## src/rtl/mgr_sync_pkg.sv

```systemverilog
// mgr_sync_pkg: shared state encoding, default sizes and width helper for the manager-array barrier.
package mgr_sync_pkg;
  typedef enum logic [1:0] {IDLE, GATHER, RELEASE, ERROR} sync_state_e;
  localparam int DEF_NUM_MGR = 64;
  localparam int DEF_TIMEOUT_W = 16;
  localparam int DEF_EPOCH_W = 8;
  function automatic int cnt_w(input int n);
    return $clog2(n + 1);
  endfunction
endpackage

```

## src/rtl/mgr_sync_popcount.sv

```systemverilog
// mgr_sync_popcount: combinational adder-tree population count over N bits.
module mgr_sync_popcount
  import mgr_sync_pkg::*;
#(
  parameter int N = DEF_NUM_MGR,
  parameter int W = cnt_w(N)
) (
  input  logic [N-1:0] bits,
  output logic [W-1:0] count
);
  localparam int P = 1 << $clog2(N);
  // heap-ordered tree: leaves at P..2P-1, node i sums children 2i and 2i+1
  logic [W-1:0] t [1:2*P-1];
  always_comb begin
    for (int i = 1; i < 2 * P; i++) t[i] = '0;
    for (int k = 0; k < N; k++) t[P+k] = W'(bits[k]);
    for (int i = P - 1; i >= 1; i--) t[i] = t[2*i] + t[2*i+1];
  end
  assign count = t[1];
endmodule

```

## src/rtl/mgr_array_sync_cntl.sv

```systemverilog
// mgr_array_sync_cntl: barrier controller gathering masked manager arrivals and issuing a one-cycle release.
module mgr_array_sync_cntl
  import mgr_sync_pkg::*;
#(
  parameter int NUM_MGR = DEF_NUM_MGR,
  parameter int TIMEOUT_W = DEF_TIMEOUT_W,
  parameter int EPOCH_W = DEF_EPOCH_W,
  parameter int CNT_W = cnt_w(NUM_MGR)
) (
  input  logic                 clk,
  input  logic                 reset_poweron,
  input  logic [NUM_MGR-1:0]   mgr__sys__allSynchronized,
  input  logic                 cfg__sync__enable,
  input  logic [NUM_MGR-1:0]   cfg__sync__mask,
  input  logic [TIMEOUT_W-1:0] cfg__sync__timeout,
  input  logic                 cfg__sync__clear,
  output logic [NUM_MGR-1:0]   sys__mgr__thisSynchronized,
  output logic                 sync__sys__busy,
  output logic [EPOCH_W-1:0]   sync__sys__epoch,
  output logic [CNT_W-1:0]     sync__sys__arrivedCount,
  output logic                 sync__sys__timeout,
  output logic [NUM_MGR-1:0]   sync__sys__missing,
  output logic                 sync__sys__error
);
  sync_state_e state, state_n;
  logic [NUM_MGR-1:0] mask_q, mask_n, arrived_q, arrived_n, prev_q, pending_q, pending_n;
  logic [NUM_MGR-1:0] missing_q, missing_n, release_q, rise;
  logic [TIMEOUT_W-1:0] timer_q, timer_n;
  logic [EPOCH_W-1:0] epoch_q, epoch_n;
  logic [CNT_W-1:0] count_q, count_n;
  logic timeout_q, arm;
  assign rise = mgr__sys__allSynchronized & ~prev_q;
  always_comb begin
    state_n = state;
    mask_n = mask_q;
    arrived_n = arrived_q;
    pending_n = pending_q;
    missing_n = missing_q;
    timer_n = timer_q;
    epoch_n = epoch_q;
    arm = 1'b0;
    case (state)
      IDLE: arm = cfg__sync__enable && |cfg__sync__mask;
      GATHER: begin
        if (!cfg__sync__enable) begin
          state_n = IDLE;
          arrived_n = '0;
        end else begin
          arrived_n = arrived_q | (rise & mask_q);
          // completion is tested before expiry so a last-cycle arrival still releases
          if ((arrived_n & mask_q) == mask_q) state_n = RELEASE;
          else if (timer_q == TIMEOUT_W'(1)) begin
            state_n = ERROR;
            missing_n = mask_q & ~arrived_n;
          end else if (timer_q != '0) timer_n = timer_q - TIMEOUT_W'(1);
        end
      end
      RELEASE: begin
        epoch_n = epoch_q + EPOCH_W'(1);
        pending_n = pending_q | rise;
        arm = cfg__sync__enable && |cfg__sync__mask;
        if (!arm) begin
          state_n = IDLE;
          arrived_n = '0;
        end
      end
      default: if (cfg__sync__clear) begin
        state_n = IDLE;
        arrived_n = '0;
        missing_n = '0;
      end
    endcase
    // a zero timer never reaches 1, so it doubles as the "no timeout" marker
    if (arm) begin
      state_n = GATHER;
      mask_n = cfg__sync__mask;
      arrived_n = pending_n & cfg__sync__mask;
      pending_n = '0;
      timer_n = cfg__sync__timeout;
    end
  end
  mgr_sync_popcount #(.N(NUM_MGR), .W(CNT_W)) u_popcount (
    .bits  (arrived_n & mask_n),
    .count (count_n)
  );
  always_ff @(posedge clk) begin
    if (!reset_poweron) begin
      state <= IDLE;
      mask_q <= '0;
      arrived_q <= '0;
      prev_q <= '0;
      pending_q <= '0;
      missing_q <= '0;
      release_q <= '0;
      timer_q <= '0;
      epoch_q <= '0;
      count_q <= '0;
      timeout_q <= 1'b0;
    end else begin
      state <= state_n;
      mask_q <= mask_n;
      arrived_q <= arrived_n;
      prev_q <= mgr__sys__allSynchronized;
      pending_q <= pending_n;
      missing_q <= missing_n;
      release_q <= (state_n == RELEASE) ? mask_q : '0;
      timer_q <= timer_n;
      epoch_q <= epoch_n;
      count_q <= count_n;
      timeout_q <= (state == GATHER) && (state_n == ERROR);
    end
  end
  assign sys__mgr__thisSynchronized = release_q;
  assign sync__sys__busy = (state == GATHER) || (state == RELEASE);
  assign sync__sys__epoch = epoch_q;
  assign sync__sys__arrivedCount = count_q;
  assign sync__sys__timeout = timeout_q;
  assign sync__sys__missing = missing_q;
  assign sync__sys__error = (state == ERROR);
endmodule

```

## config.mk

```make
export PLATFORM = sky130hd
export DESIGN_NAME = mgr_array_sync_cntl
export DESIGN_NICKNAME = d
export VERILOG_FILES = /design/src/rtl/mgr_sync_pkg.sv /design/src/rtl/mgr_sync_popcount.sv /design/src/rtl/mgr_array_sync_cntl.sv
export SDC_FILE = /design/constraint.sdc
export NUM_CORES = 1
export LEC_CHECK = 0
export ABC_AREA = 0
export CORE_MARGIN = 2
export CORE_UTILIZATION = 40
export CTS_BUF_LIST = sky130_fd_sc_hd__clkbuf_16
export DETAILED_ROUTE_END_ITERATION = 10
export HOLD_SLACK_MARGIN = 0.12
export PLACE_DENSITY = 0.7
export SLEW_MARGIN = 0
export SYNTH_ARGS = -nofsm -noshare
export SYNTH_HDL_FRONTEND = slang
export SYNTH_HIERARCHICAL = 1
export SYNTH_SLANG_ARGS = --single-unit
```

## constraint.sdc

```tcl
create_clock -name clk -period 10.2 [get_ports clk]
set_input_delay 1.02 -clock clk [delete_from_list [all_inputs] [get_ports clk]]
set_output_delay 1.02 -clock clk [all_outputs]
set_load 0.01 [all_outputs]
```

# Yosys cells after proc, flatten, opt, wreduce, memory -nomap -nowiden
# Cells that the tools add are included.
classes:
  n_shift: 0
  div: 0
  n_addsub: 65
  muxes: 26
  n_reduce_logical: 15
  multipliers: 0
  n_eq_ne: 12
  bitwise: 12
  order_cmp: 0
op_table:
  columns: ["op", "n"]
  rows:
  - ["64-bit two-way mux", 10]
  - ["64-bit AND", 6]
  - ["7-bit adder", 31]
  - ["64-bit one-hot mux with 3 select lines", 1]
  - ["64-bit inverter", 2]
  - ["64-bit OR", 2]
  - ["64-bit one-hot mux with 2 select lines", 1]
  - ["16-bit two-way mux", 6]
  - ["1-bit by 1-bit adder with 2-bit output", 32]
  - ["64-bit == test", 1]
  - ["64-bit OR reduction", 1]
  - ["16-bit by 1-bit == test with 1-bit output, second input constant", 1]
  - ["16-bit nonzero test", 1]
  - ["16-bit by 1-bit subtractor with 16-bit output, second input constant", 1]
  - ["2-bit two-way mux", 6]
  - ["2-bit != test, second input constant", 5]
  - ["5-bit AND reduction", 2]
  - ["8-bit by 1-bit adder with 8-bit output, second input constant", 1]
  - ["2-bit == test, second input constant", 4]
  - ["2-bit nonzero test", 4]
  - ["2-bit one-hot mux with 3 select lines", 1]
  - ["2-bit OR reduction", 2]
  - ["2-bit by 1-bit == test with 1-bit output, second input constant", 1]
  - ["1-bit logical AND", 2]
  - ["other kinds (5)", 6]
word_totals:
  ramBits: 0
  input_bits: 148
  regBits: 418
  word_cells: 141
  n_memories: 0
  rom_bits: 0
  latch_bits: 0

# Depth between registers and ports, before layout
depth:
  word_depth: 14
  depth_mapped: 30

# By module
# The synthesis kept the hierarchy.
by_module_without_submodules:
  columns: ["mod", "instances", "area_per_inst_um2", "cells_each"]
  rows:
  - ["mgr_array_sync_cntl", 1, 17809.6, 2179]
  - ["mgr_sync_popcount", 1, 2000.7, 200]

# Worst setup path before layout
# Ideal clock, no wire load.
synth_timing:
  path_kind: "input to register"
  start: "input cfg__sync__mask[26]"
  end: "register count_q[6] (netlist: sync__sys__arrivedCount[6])"
  arrival_time_ns: 8.528
  required_time_ns: 10.085
  path_slack_ns: 1.558
  path_stages: 29
  cell_sequence: "nor4_1 nand4_1 nor4_2 or2_2 clkbuf_1 clkbuf_1 clkbuf_1 nand2_1 o22ai_1 inv_1 fa_1 inv_1 ha_1 fa_1 inv_1 fa_1 inv_1 fa_1 inv_1 fa_1 fa_1 fa_1 inv_1 fa_1 fa_1 a211oi_1 nor3_1 nand4b_1 and2_1"
synth_via:
  elab_chain_len: 12
synth_rtl:
  columns: ["element", "line", "source"]
  rows:
  - ["from (decl)", "mgr_array_sync_cntl.sv:14", "input logic [NUM_MGR-1:0] cfg__sync__mask,"]
  - ["64-bit OR reduction", "mgr_array_sync_cntl.sv:43, mgr_array_sync_cntl.sv:61", null]
  - ["1-bit logical AND", "mgr_array_sync_cntl.sv:43, mgr_array_sync_cntl.sv:61", null]
  - ["64-bit two-way mux", "mgr_array_sync_cntl.sv:62", "if (!arm) begin"]
  - ["64-bit one-hot mux with 3 select lines", "mgr_array_sync_cntl.sv:42", "case (state)"]
  - ["64-bit two-way mux", "mgr_array_sync_cntl.sv:74", "if (arm) begin"]
  - ["64-bit AND *", "mgr_array_sync_cntl.sv:83", ".bits (arrived_n & mask_n),"]
  - ["1-bit by 1-bit adder with 2-bit output", "mgr_sync_popcount.sv:17", "for (int i = P - 1; i >= 1; i--) t[i] = t[2*i] + t[2*i+1];"]
  - ["7-bit adder (4 in a row)", "mgr_sync_popcount.sv:17", null]
  - ["7-bit adder *", "mgr_sync_popcount.sv:17", null]
  - ["net count_n[6]", "mgr_array_sync_cntl.sv:30", "logic [CNT_W-1:0] count_q, count_n;"]
  - ["to (signal assigned)", "mgr_array_sync_cntl.sv:109", "count_q <= count_n;"]
  - ["to (decl)", "mgr_array_sync_cntl.sv:30", null]
# The timed path passes the listed nets; every way through them passes the cells marked *.
# A chain may end at the register's enable or synchronous reset.

# Final worst setup path
layout_timing:
  start: "input cfg__sync__mask[43]"
  end: "register count_q[6] (netlist: sync__sys__arrivedCount[6])"
# Same word-level chain as after synthesis.

==> key figures <==
Clock tree
  • H-tree levels: 2
  • CTS tree: yes
  • Clk pin slew, worst setup/hold paths: 0.06 ns
  • Clock Tree Root: clkbuf_16
  • Cts hold-fix bufs: 0
  • Total CTS buffers: 45
  • Resized cells post-CTS: 0
  • Clock Path Buffers: 3
  • Post-CTS setup buffers: 0
  • Total clock sinks: 418
  • Clock Latency Late Sink: 0.59 ns

Power and ir drop
  • Combinational share of power: 0.114
  • Peak VDD IR: 0.000113 V
  • PwrDens: 150 nW/um^2
  • Sw frac: 0.267
  • P_sw: 0.993 mW
  • Pint: 2.72 mW
  • Sequential share of power: 0.459
  • Total power: 3.71 mW
  • P_leak: 9.58 nW
  • Clk pwr share: 0.427

Logic synthesis
  • Ys flop type: dfxtp_1
  • Largest cells by area after synthesis: dfxtp_1, nand2_1, fa_1
  • Sequential-to-total area share from yosys stat: 0.422
  • Post-synth top area share: 0.422
  • Top cells by count, synth: dfxtp_1, nand2_1, nor2_1
  • Register bit total from synthesis: 418
  • Syn Nets: 2,623
  • Post-synth EDFFs: 0
  • Synth warn: 6
  • Number of library cell types mapped by synthesis: 54
  • Area of the mapped netlist: 19,800 sq um
  • Top-count cell post-synth: dfxtp_1
  • Average size of a mapped cell: 8.33 sq um
  • Cells after synthesis: 2,379
  • Largest area contributor in the netlist: dfxtp_1
  • Async SR Flop Fraction: 0

Critical path
  • Worst-path maximum fanout: 27
  • Critical Path Most Common Cell: fa_1
  • Biggest cell delay along the critical path: 0.58 ns
  • CP required: 10.67 ns
  • Arrival time of the worst setup path: 9.87 ns
  • Critical path type: in -> reg
  • CP Launch Type: input pin
  • Critical Path Sink Type: flip-flop
  • Slowest CP cell: clkdlybuf4s50_1

Route
  • Detailed Route Iter0 Violations: 1,922
  • Final wirelength: 72,500 microns
  • Routed WL per cell: 21.9 microns
  • Detailed-route via count: 18,900
  • Detail Route Antenna Nets: 0
  • DR vias/cell: 5.71
  • DRC viols: 0
  • First-pass DRT Iterations: 6

Placement
  • Post-DP HPWL: 52,600 microns
  • GPL Wtd Cong: 0.912
  • Port bufs: 293
  • Inst Count DP: 3,221

Timing
  • Post-layout min period: 9.40 ns
  • Final setup vio count: 0
  • Max-slew violations: 0
  • Unrepaired setup endpoints after global routing: false
  • Fmax: 0.106 GHz
  • Final Hold Fails: 0
  • Final TNS setup: 0 ns
  • Clock Skew: 0.0272 ns
  • Tightest Pin Transition: 0.965 ns
  • Period utilization: 0.922
  • Relative slew slack: 0.356

GRT
  • Grt total ovfl: 0
  • Antenna violations before repair: 7
  • First-pass GRT wire length: 108,000 microns
  • Largest net degree at the start of global routing: 85
  • Tot GR Track Use: 0.276
  • Vias in the first global route: 18,000

Cells and area
  • Synthesis-to-layout area growth: 25.0%
  • Fill cells: 4,562
  • Layout cells sized above 1: 0.0611
  • Non-filler cells, final: 3,301
  • Final design utilization: 0.506
  • Final net count: 2,848

Status
  • Status: completed

Die
  • Initial Util: 0.405
  • Die height: 227 microns
  • Core area: 49,000 sq um
  • I/O pin total: 294
  • Row cnt: 81
  • Die footprint: 51,300 sq um
  • DIE WIDTH: 227 microns

Flow run
  • Max-cap violations: 0

Worst hold path
  • Hold/Removal Path Class: reg -> reg
==> routing by layer <==
layer,global-route usage,vias to the layer above,share of wire
met5,0,-,0.00095
met2,0.437,982,0.45
met4,0.119,10,0.043
li1,-,8709,-
met1,0.363,8970,0.41
met3,0.0588,186,0.093
==> worst max-delay path, delay by kind of cell <==
family,cells,cell delay [ns]
buf+inv,10,1.70
fa+ha+maj,10,4.38
simple gates,8,2.23
compound gates,2,0.52
==> logic make-up after synthesis <==
family | after synthesis | share of synthesized area
buffers and inverters | 287 | 0.0570
DFF | 418 | 0.422
muxes | 5 | 0.00272
xor gates and xnor gates | 8 | 0.00354
AOI/OAI and AO/OA | 552 | 0.175
adders and majority gates | 96 | 0.0803
and+or+nand+nor | 1013 | 0.259
==> power by group through the flow <==
stage / Combinational [mW] / Sequential (mW) / Clock [mW]
6_report: 0.423 / 1.70 / 1.59
5_1_grt: 0.448 / 1.71 / 1.67
3_3_place_gp: 0.408 / 1.74 / 0
2_1_floorplan: 0.222 / 1.73 / 0
4_1_cts: 0.415 / 1.70 / 1.61
3_5_place_dp: 0.412 / 1.74 / 0
==> path summary, 6_finish.rpt <==
kind | startpoint | to | slack, ns | cells past startpoint
worst min register to register | timer_q[14]$_SDFFE_PN0P_ | timer_q[14]$_SDFFE_PN0P_ | 0.47 | 2
worst max register to register | state[1]$_SDFF_PN0_ | sync__sys__arrivedCount[6]$_SDFF_PN0_ | 1.65 | 27
worst min-delay path | timer_q[14]$_SDFFE_PN0P_ | timer_q[14]$_SDFFE_PN0P_ | 0.47 | 2
worst max-delay path | cfg__sync__mask[43] | sync__sys__arrivedCount[6]$_SDFF_PN0_ | 0.80 | 30
==> flip-flops by register name, indices dropped and copies added, names as in the netlist, 7 cells and up <==
signal                      flops
arrived_q                      64
sys__mgr__thisSynchronized     64
pending_q                      64
prev_q                         64
sync__sys__epoch                8
sync__sys__missing             64
mask_q                         64
sync__sys__arrivedCount         7
timer_q                        16
==> area by class of cell <==
cell class / instances / area [sq um] / area share
repair buffers: 338 / 3290 / 0.133
multi-input cells: 1674 / 10400 / 0.420
flip-flops and latches: 418 / 8370 / 0.338
well taps: 664 / 831 / 0.0336
diodes: 4 / 10.0 / 0.000404
inverters: 127 / 478 / 0.0193
clock buffers: 47 / 1180 / 0.0475
clock inverters: 29 / 208 / 0.00839
==> through the flow <==
| step | hold slack, ns | worst slack (ns) | area (sq um) |
|---|---|---|---|
| floorplan | 0.438 | 1.56 | 19800 |
| detailed placement | 0.463 | 0.301 | 23400 |
| global route | 0.487 | 0.551 | 24700 |
| global placement | 0.451 | 0.452 | 23400 |
| finish | 0.472 | 0.796 | 24800 |
| CTS | 0.472 | 0.855 | 24700 |
==> layout by cell type, fill, tap and decap left out, types with 4 or more instances in the layout <==
cell type and count:
clkdlybuf4s50_1 292, clkinv_1 5, nand2b_1 35, nor4_1 28, o2111ai_1 4, fa_1 52
inv_1 136, or3_1 107, or4_1 6, clkinv_2 10, nand4_1 75, or2_2 34
nor2_1 217, a32oi_1 63, nor3_1 5, o22ai_1 68, a211oi_1 4, nand2_1 277
a21oi_1 137, o31ai_1 4, a21o_1 64, ha_1 43, o21ai_1 61, nor2b_1 127
a31oi_1 9, buf_4 44, dfxtp_1 418, xor2_1 5, diode_2 4, o21ai_0 89
o32ai_1 33, and2_1 75, clkbuf_16 47, nand3_1 9
Note: power is estimated with default switching activity, not from simulation.
